$ cat config.mk
export PLATFORM = sky130hd
export DESIGN_NAME = sdr_ch3_arbiter_flat
export DESIGN_NICKNAME = d
export VERILOG_FILES = /design/src/rtl/sdr_ch3_arbiter_if.sv /design/src/rtl/sdr_ch3_arbiter.sv /design/src/flat_wrapper.sv
export SDC_FILE = /design/constraint.sdc
export NUM_CORES = 1
export LEC_CHECK = 0
export ABC_AREA = 1
export BUFFER_PORTS_ARGS = -buffer_cell sky130_fd_sc_hd__buf_2
export CAP_MARGIN = 5
export CORE_MARGIN = 2
export CORE_UTILIZATION = 47
export DETAILED_ROUTE_END_ITERATION = 8
export MAX_ROUTING_LAYER = met4
export PLACE_DENSITY = 0.8
export RECOVER_POWER = 25
export SETUP_SLACK_MARGIN = 0.05
export SKIP_CTS_REPAIR_TIMING = 1
export SYNTH_ARGS = -nofsm -noshare
export SYNTH_HDL_FRONTEND = slang
export SYNTH_SLANG_ARGS = --single-unit
$ cat constraint.sdc
create_clock -name clk -period 2 [get_ports clk]
set_input_delay 0.4 -clock clk [delete_from_list [all_inputs] [get_ports clk]]
set_output_delay 0.4 -clock clk [all_outputs]
set_load 0.005 [all_outputs]
$ cat src/rtl/sdr_ch3_arbiter_if.sv
// ----------------------------------------------------------------------------
// sdr_ch3_arbiter_if
// Bundles every non-clock signal of the SDRAM channel 3 arbiter.
//   slave  : arbiter view. It takes the ROM and CPU requests, drives the
//            SDRAM ch3 command, and returns completions and read data.
//   master : environment view (rom_loader, m72 CPU path, SDRAM controller).
// Signal groups:
//   dl_active                                  ROM download in progress
//   rom_addr/rom_din/rom_be/rom_req/rom_rdy    ROM write path, toggle handshake
//   cpu_addr/cpu_din/cpu_wr_sel/cpu_req/
//   cpu_rdy/cpu_dout                           CPU path, toggle handshake
//   sdr_addr/sdr_din/sdr_be/sdr_rnw/sdr_req/
//   sdr_rdy/sdr_dout                           SDRAM ch3 command/response
//   err                                        sticky retry-exhausted flag
// ----------------------------------------------------------------------------
interface sdr_ch3_arbiter_if #(
  parameter int ADDR_W = 24
) ();
  logic              dl_active;
  logic [ADDR_W-1:0] rom_addr;
  logic [15:0]       rom_din;
  logic [1:0]        rom_be;
  logic              rom_req;
  logic              rom_rdy;
  logic [ADDR_W-1:0] cpu_addr;
  logic [15:0]       cpu_din;
  logic [1:0]        cpu_wr_sel;
  logic              cpu_req;
  logic              cpu_rdy;
  logic [15:0]       cpu_dout;
  logic [ADDR_W-1:0] sdr_addr;
  logic [15:0]       sdr_din;
  logic [1:0]        sdr_be;
  logic              sdr_rnw;
  logic              sdr_req;
  logic              sdr_rdy;
  logic [15:0]       sdr_dout;
  logic              err;

  modport slave (
    input  dl_active,
    input  rom_addr, rom_din, rom_be, rom_req,
    output rom_rdy,
    input  cpu_addr, cpu_din, cpu_wr_sel, cpu_req,
    output cpu_rdy, cpu_dout,
    output sdr_addr, sdr_din, sdr_be, sdr_rnw, sdr_req,
    input  sdr_rdy, sdr_dout,
    output err
  );

  modport master (
    output dl_active,
    output rom_addr, rom_din, rom_be, rom_req,
    input  rom_rdy,
    output cpu_addr, cpu_din, cpu_wr_sel, cpu_req,
    input  cpu_rdy, cpu_dout,
    input  sdr_addr, sdr_din, sdr_be, sdr_rnw, sdr_req,
    output sdr_rdy, sdr_dout,
    input  err
  );
endinterface

$ cat src/rtl/sdr_ch3_arbiter.sv
// ----------------------------------------------------------------------------
// sdr_ch3_arbiter
// Sequential arbiter for SDRAM channel 3 between the ROM download path and
// the CPU memory path. It latches one request at a time and issues it as a
// single-cycle sdr_req pulse. If sdr_rdy does not come back in time, it
// reissues the request. ROM writes have priority, and CPU accesses are held
// off while dl_active is high. Runs in the SDRAM clock domain (CLK_96M).
//
// Ports:
//   clk      SDRAM clock
//   reset_n  asynchronous active-low reset
//   bus      sdr_ch3_arbiter_if.slave: upstream toggle handshakes,
//            SDRAM ch3 command/response and the sticky err flag
// Optional (macro SDR_CH3_STATS_EN):
//   stat_clr       synchronous clear of all statistics
//   stat_rom_cnt   completed ROM transfers, saturating
//   stat_cpu_cnt   completed CPU transfers, saturating
//   stat_max_wait  longest WAIT residency of any single transfer
//
// Parameters:
//   ADDR_W     word address width
//   TIMEOUT    WAIT cycles (counter value) before a request is reissued
//   MAX_RETRY  reissues allowed before err is raised
// ----------------------------------------------------------------------------
module sdr_ch3_arbiter #(
  parameter int ADDR_W    = 24,
  parameter int TIMEOUT   = 255,
  parameter int MAX_RETRY = 3
) (
  input  logic                 clk,
  input  logic                 reset_n,
  sdr_ch3_arbiter_if.slave     bus
`ifdef SDR_CH3_STATS_EN
  ,
  input  logic                 stat_clr,
  output logic [31:0]          stat_rom_cnt,
  output logic [31:0]          stat_cpu_cnt,
  output logic [15:0]          stat_max_wait
`endif
);

  localparam int CNT_W = (TIMEOUT < 1) ? 1 : $clog2(TIMEOUT + 1);
  localparam int RTY_W = (MAX_RETRY < 1) ? 1 : $clog2(MAX_RETRY + 1);
  localparam logic [CNT_W-1:0] TMO_LAST = CNT_W'(TIMEOUT);
  localparam logic [RTY_W-1:0] RTY_LAST = RTY_W'(MAX_RETRY);

  typedef enum logic [1:0] {IDLE, ISSUE, WAIT, DONE} state_t;
  typedef enum logic       {OWN_ROM, OWN_CPU}        owner_t;

  state_t            state, state_next;
  owner_t            owner;
  logic [CNT_W-1:0]  tmo_cnt;
  logic [RTY_W-1:0]  retry_cnt;

  logic [ADDR_W-1:0] sdr_addr_q;
  logic [15:0]       sdr_din_q;
  logic [1:0]        sdr_be_q;
  logic              sdr_rnw_q;
  logic              sdr_req_q;
  logic              rom_rdy_q;
  logic              cpu_rdy_q;
  logic [15:0]       cpu_dout_q;
  logic              err_q;

  // Decoded events of the current cycle, produced by the next-state logic.
  logic grant_rom, grant_cpu, got_rdy, do_retry, give_up;

  // A requester is pending while its request toggle differs from our rdy.
  logic rom_pend, cpu_pend;
  assign rom_pend = (bus.rom_req != rom_rdy_q);
  assign cpu_pend = (bus.cpu_req != cpu_rdy_q);

  // --------------------------------------------------------------------------
  // State register
  // --------------------------------------------------------------------------
  // NOTE: sequential state uses non-blocking (<=) assignments so that every
  // flop samples its pre-edge inputs, whatever order the processes run in.
  always_ff @(posedge clk or negedge reset_n) begin
    if (!reset_n) state <= IDLE;
    else          state <= state_next;
  end

  // --------------------------------------------------------------------------
  // Next-state and event decode
  // --------------------------------------------------------------------------
  // NOTE: every output of this block gets a default first. Without the
  // default, a path that skips an assignment would infer a latch.
  always_comb begin
    state_next = state;
    grant_rom  = 1'b0;
    grant_cpu  = 1'b0;
    got_rdy    = 1'b0;
    do_retry   = 1'b0;
    give_up    = 1'b0;
    case (state)
      IDLE: begin
        if (rom_pend) begin
          grant_rom  = 1'b1;
          state_next = ISSUE;
        end else if (cpu_pend && !bus.dl_active) begin
          grant_cpu  = 1'b1;
          state_next = ISSUE;
        end
      end
      ISSUE: state_next = WAIT;
      WAIT: begin
        // A response that arrives on the timeout cycle still counts.
        if (bus.sdr_rdy) begin
          got_rdy    = 1'b1;
          state_next = DONE;
        end else if (tmo_cnt == TMO_LAST) begin
          if (retry_cnt == RTY_LAST) begin
            give_up    = 1'b1;
            state_next = DONE;
          end else begin
            do_retry   = 1'b1;
            state_next = ISSUE;
          end
        end
      end
      DONE:    state_next = IDLE;
      default: state_next = IDLE;
    endcase
  end

  // --------------------------------------------------------------------------
  // Datapath, counters and handshake outputs
  // --------------------------------------------------------------------------
  // NOTE: only control and datapath flops live here; none is a memory array,
  // so every register has a reset value.
  always_ff @(posedge clk or negedge reset_n) begin
    if (!reset_n) begin
      owner      <= OWN_ROM;
      tmo_cnt    <= '0;
      retry_cnt  <= '0;
      sdr_addr_q <= '0;
      sdr_din_q  <= '0;
      sdr_be_q   <= '0;
      sdr_rnw_q  <= 1'b1;
      sdr_req_q  <= 1'b0;
      rom_rdy_q  <= 1'b0;
      cpu_rdy_q  <= 1'b0;
      cpu_dout_q <= '0;
      err_q      <= 1'b0;
    end else begin
      if (grant_rom) begin
        owner      <= OWN_ROM;
        sdr_addr_q <= bus.rom_addr;
        sdr_din_q  <= bus.rom_din;
        sdr_be_q   <= bus.rom_be;
        sdr_rnw_q  <= 1'b0;
      end else if (grant_cpu) begin
        owner      <= OWN_CPU;
        sdr_addr_q <= bus.cpu_addr;
        sdr_din_q  <= bus.cpu_din;
        sdr_be_q   <= bus.cpu_wr_sel;
        sdr_rnw_q  <= ~|bus.cpu_wr_sel;
      end

      // sdr_req is high during the single ISSUE cycle, first issue or retry.
      sdr_req_q <= (state_next == ISSUE);

      if (state == ISSUE)     tmo_cnt <= '0;
      else if (state == WAIT) tmo_cnt <= tmo_cnt + CNT_W'(1);

      if (do_retry) retry_cnt <= retry_cnt + RTY_W'(1);
      if (give_up)  err_q     <= 1'b1;

      if (got_rdy && owner == OWN_CPU && sdr_rnw_q) cpu_dout_q <= bus.sdr_dout;

      if (state == DONE) begin
        retry_cnt <= '0;
        if (owner == OWN_ROM) rom_rdy_q <= ~rom_rdy_q;
        else                  cpu_rdy_q <= ~cpu_rdy_q;
      end
    end
  end

  assign bus.sdr_addr = sdr_addr_q;
  assign bus.sdr_din  = sdr_din_q;
  assign bus.sdr_be   = sdr_be_q;
  assign bus.sdr_rnw  = sdr_rnw_q;
  assign bus.sdr_req  = sdr_req_q;
  assign bus.rom_rdy  = rom_rdy_q;
  assign bus.cpu_rdy  = cpu_rdy_q;
  assign bus.cpu_dout = cpu_dout_q;
  assign bus.err      = err_q;

`ifdef SDR_CH3_STATS_EN
  // --------------------------------------------------------------------------
  // Statistics: completion counts and longest WAIT residency per transfer
  // (accumulated across retries of that transfer).
  // --------------------------------------------------------------------------
  logic [15:0] wait_len;

  always_ff @(posedge clk or negedge reset_n) begin
    if (!reset_n) begin
      wait_len      <= '0;
      stat_rom_cnt  <= '0;
      stat_cpu_cnt  <= '0;
      stat_max_wait <= '0;
    end else if (stat_clr) begin
      wait_len      <= '0;
      stat_rom_cnt  <= '0;
      stat_cpu_cnt  <= '0;
      stat_max_wait <= '0;
    end else begin
      if (grant_rom || grant_cpu)             wait_len <= '0;
      else if (state == WAIT && ~&wait_len)   wait_len <= wait_len + 16'd1;

      if (state == DONE) begin
        if (wait_len > stat_max_wait) stat_max_wait <= wait_len;
        if (owner == OWN_ROM) begin
          if (~&stat_rom_cnt) stat_rom_cnt <= stat_rom_cnt + 32'd1;
        end else begin
          if (~&stat_cpu_cnt) stat_cpu_cnt <= stat_cpu_cnt + 32'd1;
        end
      end
    end
  end
`endif

endmodule

$ cat src/flat_wrapper.sv
// flat-port wrapper written by rule: the top's interface ports become plain ports
module sdr_ch3_arbiter_flat 
#(
  parameter int ADDR_W    = 24,
  parameter int TIMEOUT   = 255,
  parameter int MAX_RETRY = 3
)
  (clk, reset_n, bus_dl_active, bus_rom_addr, bus_rom_din, bus_rom_be, bus_rom_req, bus_rom_rdy, bus_cpu_addr, bus_cpu_din, bus_cpu_wr_sel, bus_cpu_req, bus_cpu_rdy, bus_cpu_dout, bus_sdr_addr, bus_sdr_din, bus_sdr_be, bus_sdr_rnw, bus_sdr_req, bus_sdr_rdy, bus_sdr_dout, bus_err);
  sdr_ch3_arbiter_if #(.ADDR_W(ADDR_W)) bus_i ();
  input  logic clk;
  input  logic reset_n;
  input wire logic [$bits(bus_i.dl_active)-1:0] bus_dl_active;
  input wire logic [$bits(bus_i.rom_addr)-1:0] bus_rom_addr;
  input wire logic [$bits(bus_i.rom_din)-1:0] bus_rom_din;
  input wire logic [$bits(bus_i.rom_be)-1:0] bus_rom_be;
  input wire logic [$bits(bus_i.rom_req)-1:0] bus_rom_req;
  output wire logic [$bits(bus_i.rom_rdy)-1:0] bus_rom_rdy;
  input wire logic [$bits(bus_i.cpu_addr)-1:0] bus_cpu_addr;
  input wire logic [$bits(bus_i.cpu_din)-1:0] bus_cpu_din;
  input wire logic [$bits(bus_i.cpu_wr_sel)-1:0] bus_cpu_wr_sel;
  input wire logic [$bits(bus_i.cpu_req)-1:0] bus_cpu_req;
  output wire logic [$bits(bus_i.cpu_rdy)-1:0] bus_cpu_rdy;
  output wire logic [$bits(bus_i.cpu_dout)-1:0] bus_cpu_dout;
  output wire logic [$bits(bus_i.sdr_addr)-1:0] bus_sdr_addr;
  output wire logic [$bits(bus_i.sdr_din)-1:0] bus_sdr_din;
  output wire logic [$bits(bus_i.sdr_be)-1:0] bus_sdr_be;
  output wire logic [$bits(bus_i.sdr_rnw)-1:0] bus_sdr_rnw;
  output wire logic [$bits(bus_i.sdr_req)-1:0] bus_sdr_req;
  input wire logic [$bits(bus_i.sdr_rdy)-1:0] bus_sdr_rdy;
  input wire logic [$bits(bus_i.sdr_dout)-1:0] bus_sdr_dout;
  output wire logic [$bits(bus_i.err)-1:0] bus_err;
  assign bus_i.dl_active = bus_dl_active;
  assign bus_i.rom_addr = bus_rom_addr;
  assign bus_i.rom_din = bus_rom_din;
  assign bus_i.rom_be = bus_rom_be;
  assign bus_i.rom_req = bus_rom_req;
  assign bus_rom_rdy = bus_i.rom_rdy;
  assign bus_i.cpu_addr = bus_cpu_addr;
  assign bus_i.cpu_din = bus_cpu_din;
  assign bus_i.cpu_wr_sel = bus_cpu_wr_sel;
  assign bus_i.cpu_req = bus_cpu_req;
  assign bus_cpu_rdy = bus_i.cpu_rdy;
  assign bus_cpu_dout = bus_i.cpu_dout;
  assign bus_sdr_addr = bus_i.sdr_addr;
  assign bus_sdr_din = bus_i.sdr_din;
  assign bus_sdr_be = bus_i.sdr_be;
  assign bus_sdr_rnw = bus_i.sdr_rnw;
  assign bus_sdr_req = bus_i.sdr_req;
  assign bus_i.sdr_rdy = bus_sdr_rdy;
  assign bus_i.sdr_dout = bus_sdr_dout;
  assign bus_err = bus_i.err;
  sdr_ch3_arbiter #(.ADDR_W(ADDR_W), .TIMEOUT(TIMEOUT), .MAX_RETRY(MAX_RETRY)) u_core (.clk(clk), .reset_n(reset_n), .bus(bus_i));
endmodule
# Word-level counts from Yosys, hierarchy flattened
# Cells that the tools add are included.
# totals
regBits	76
in_bits	106
out_inout_bits	63
word_cells	73
# op_classes
addsub	2
eq_ne	8
mux	35
bitwise	3
reduce_logical	12
# ops
op	count
two-way mux 24 bit	2
two-way mux 16 bit	2
two-way mux 1 bit	19
two-way mux 2 bit	9
two-way mux 8 bit	2
adder 8 x 1 -> 8 bit (second input constant)	1
== test 8 bit (second input constant)	1
case mux 2 bit (4 select lines)	1
== test 2 bit (second input constant)	3
nonzero test 2 bit	3
== test 2 x 1 -> 1 bit (second input constant)	2
AND reduction 2 bit	2
logical AND 1 bit	3
inverter 1 bit	3
adder 2 x 1 -> 2 bit (second input constant)	1
zero test 1 bit	2
zero test 2 bit	1
!= test 1 bit	2
OR reduction 2 bit	1

# Longest topological paths before layout
# logic_depth
depth_word	7
depth_mapped	9
depth_no_buf	9

# Least setup slack after synthesis
# No wires, ideal clock.
# synth_path
kind	register to register
start	reg u_core.state[0]
end	reg u_core.cpu_dout_q[0], in the netlist u_core.bus.cpu_dout[0]
setup_time_ns	0.125
arrival_time_ns	1.498
required_ns	1.875
setup_slack_ns	0.377
stages_incl_launch_ff	7
path_buffers	1
cell_sequence	dfrtp_1 inv_1 ha_1 inv_2 nor3_4 buf_12 mux2_4
# synth_via
elab_chain_cells	4
# synth_lines
element	line	text
start, declared	sdr_ch3_arbiter.sv:50	state_t state, state_next;
start signal, assigned	sdr_ch3_arbiter.sv:80	else state <= state_next;
== test 2 bit	sdr_ch3_arbiter.sv:95	case (state)
two-way mux 1 bit	sdr_ch3_arbiter.sv:95	
logical AND 1 bit (2 in series)	sdr_ch3_arbiter.sv:169	if (got_rdy && owner == OWN_CPU && sdr_rnw_q) cpu_dout_q <= bus.sdr_dout;
end signal, assigned	sdr_ch3_arbiter.sv:169	
end, declared	sdr_ch3_arbiter.sv:62	logic [15:0] cpu_dout_q;
# Every way passes these cells.
# A chain may end at the register's enable or synchronous reset.

# Worst setup path in the final report
# layout_path
start	reg u_core.state[1]
end	reg u_core.sdr_addr_q[3], in the netlist u_core.bus.sdr_addr[3]
# layout_via
elab_chain_cells	3
elab_cells_between_ends	5
classes_between	3 x mux; 2 x reduce/logical
# layout_lines
element	line	text
zero test 2 bit (*)	sdr_ch3_arbiter.sv:95	
two-way mux 1 bit	sdr_ch3_arbiter.sv:95	
two-way mux 24 bit / nonzero test 2 bit (equally long branches)	n/a	
end signal, assigned	sdr_ch3_arbiter.sv:148	sdr_addr_q <= bus.rom_addr;
end signal, assigned	sdr_ch3_arbiter.sv:154	sdr_addr_q <= bus.cpu_addr;
end, declared	sdr_ch3_arbiter.sv:55	logic [ADDR_W-1:0] sdr_addr_q;
# Mark *: on every way between the ends. The rest lies on a longest branch, timed or not.

==> out/qor.yml <==
timing:
  fin_crit_sh: 0.872
  report.final.slew_viol_count: 0
  hold_viol_final: 0
  clock.fmax_ghz: 0.574
  min_period_ns: 1.74
  skew_ns: 0.00854
  tightestPinTransition_ns: 0.908
  rsz0062_at_grt: "false"
  setup_viol: 0
  setup_tns_ns: 0
  relSlewSlack: 0.395
worst_setup_path:
  crit_required_ns: 2.22
  cp.arrival_ns: 1.96
  cp_cell_sequence: "inv_1 > ha_1 > nand3_2 > clkinv_2 > buf_12 > nand2_1 > o21ai_0 > o21ai_1"
  cp_max_fo: 64
  path_class: "flip-flop to flip-flop"
  worst_setup_path_start_kind: "flip-flop"
  crit_path_max_incr_delay_ns: 0.42
  critPathSlowestCell: "dfrtp_1"
  end_kind: "flip-flop"
floorplan:
  rows: 32
  die_x_um: 93.0
  die-area_um2: 8640
  initial_core_util: 0.484
  fp.dieH_um: 93.0
  ioPinCount: 169
  coreArea_um2: 7690
grt:
  grt_usage: 0.207
  antenna_found_initial: 0
  grt_pass1_wl_um: 13700
  grt_start_max_net_pins: 68
  overflow: 0
  grt_pass1_vias: 3077
synth:
  netlist_area_um2: 3720
  synth_top_area_frac: 0.505
  async_flop_share: 1.00
  synth_area_leaders: "dfrtp_1 50%, nand2_1 12%, o21ai_1 8.1%"
  syn_nets: 541
  yosysUniqueCellTypes: 32
  synth_area_per_cell_um2: 8.67
  yosys.area.top_type: "dfrtp_1"
  yosysSeqAreaShare: 0.512
  ys_top_cells_by_count: "116 x nand2_1, 75 x dfrtp_1, 61 x inv_1, 60 x o21ai_1, 31 x o21ai_0"
  netlist_instances: 429
  synth_edf_count: 0
  dominantRegCellSynth: "dfrtp_1"
  synth_seq_cells: 76
  yosys_warnings: 0
  synthMostInstantiatedCell: "nand2_1"
job:
  cap_violations: 0
drt:
  route.vias.total: 3346
  drtAntennaViolNets: 0
  drt_wl_total_um: 8520
  drc_errors: 0
  firstDrtPassIters: 4
  wire_per_inst_um: 12.1
  via_per_inst: 4.77
  drt_iter0_drc: 130
power:
  ir_worst_vdd_mv: 0.798
  power.leakage_uw: 0.00267
  power_density_nw_per_um2: 1330
placement:
  placedCellCount: 686
  place_congestion: 0.785
  portBuffers: 168
  place_area_um2: 4620
  dp_hpwl_um: 6420
cts:
  cts_tree: "done"
  h-tree-depth: 3
  cts_made_buffers: 9
  clkTransAtPathRegs_ns: 0.08
  clk_latency_ns: 0.34
  clockRootBuffer: "clkbuf_8"
  cts_num_sinks: 76
  cts_max_path_buffers: 2
final_layout:
  drive_gt1_frac: 0.357
  utilization: 0.629
  antenna_cells: 0
  instances_no_fill: 702
  syn_to_final_growth_pct: 29.9
  final_nets: 707
  stdcell_area_um2: 4830
run_status:
  status: "finished, final reports clean"
hold_path:
  min_path_type: "input pin to asynchronous set/reset pin"
-- registers in the layout, indices dropped and copies added (netlist names) --
signal / cells
u_core.owner: 1
u_core.bus.sdr_rnw: 1
u_core.bus.sdr_din: 16
u_core.bus.sdr_be: 2
u_core.retry_cnt: 2
u_core.bus.sdr_req: 1
u_core.bus.cpu_dout: 16
u_core.state: 2
u_core.bus.err: 1
u_core.bus.rom_rdy: 1
u_core.bus.cpu_rdy: 1
u_core.bus.sdr_addr: 24
u_core.tmo_cnt: 8
-- layer usage --
metal | wire, um | up-vias | part of all wire | global-route usage
li1 | - | 1694 | - | -
met1 | 3440 | 1527 | 0.40 | 0.249
met2 | 4380 | 113 | 0.51 | 0.332
met3 | 535 | 12 | 0.063 | 0.0570
met4 | 163 | 0 | 0.019 | 0.0833
met5 | 0 | - | 0 | -
-- worst max-delay path, delay by kind of cell, from the launching register on --
| family | cells | cell delay, ns |
|---|---|---|
| flops | 1 | 0.42 |
| simple gates | 2 | 0.25 |
| compound gates | 2 | 0.19 |
| buf+inv | 3 | 0.43 |
| fa+ha+maj | 1 | 0.30 |
-- final cells by class --
class                   count  area (um^2)
fillers                   696         2860
clock inverters             6         88.8
well taps                 102          128
multi-input cells         271         1420
inverters                  63          238
flip-flops and latches     76         1900
repair buffers            174          923
clock buffers              10          128
-- per-stage QoR --
step | worst slack, ns | hold slack (ns) | power [uW]
2_1_floorplan | 0.377 | 0.104 | 4310
3_3_place_gp | 0.345 | 0.383 | 5100
3_5_place_dp | 0.275 | 0.393 | 5220
4_1_cts | 0.255 | 0.0105 | 6510
5_1_grt | 0.0574 | 0.227 | 7040
6_report | 0.256 | 0.175 | 6430
-- kinds of logic after synthesis --
logic type,after synthesis,synth area share
AND/OR/NAND/NOR,147,0.162
XOR/XNOR,3,0.00706
AO/OA/AOI/OAI,99,0.135
adder cells (fa/ha/maj),6,0.0202
flip-flops,76,0.512
multiplexers,16,0.0585
buffers and inverters,82,0.106
-- cells in the final DEF, fill, tap and decap left out, drive strengths merged, types with 2 or more instances in the layout --
| cell type | count |
|---|---|
| clkinv | 3 |
| nand2 | 117 |
| xor2 | 2 |
| buf | 173 |
| bufinv | 2 |
| clkbuf | 11 |
| dfrtp | 75 |
| nor3 | 4 |
| o21ai | 91 |
| a21oi | 5 |
| ha | 6 |
| clkinvlp | 2 |
| nand4 | 3 |
| inv | 62 |
| nand3 | 8 |
| mux2 | 16 |
| nor2 | 13 |
-- power by group --
group	internal [uW]	total, uW	switching (uW)
sequential	2130	2450	321
combinational	1160	2710	1550
clock	703	1270	563
total	4000	6430	2440
-- final timing paths --
check	startpoint	to	slack, ns	cells after the start
hold reg to reg	u_core.bus.sdr_din[4]	u_core.bus.sdr_din[4]	0.49	2
setup / recovery	u_core.state[1]	u_core.bus.sdr_addr[3]	0.26	8
setup reg to reg	u_core.state[1]	u_core.bus.sdr_addr[3]	0.26	8
hold / removal	reset_n	u_core.retry_cnt[0]	0.17	1
max in group asynchronous	reset_n	u_core.bus.sdr_rnw	1.06	2
min in group clk	bus_sdr_dout[4]	u_core.bus.cpu_dout[4]	0.29	2
Power figures use the tool's default switching activity.
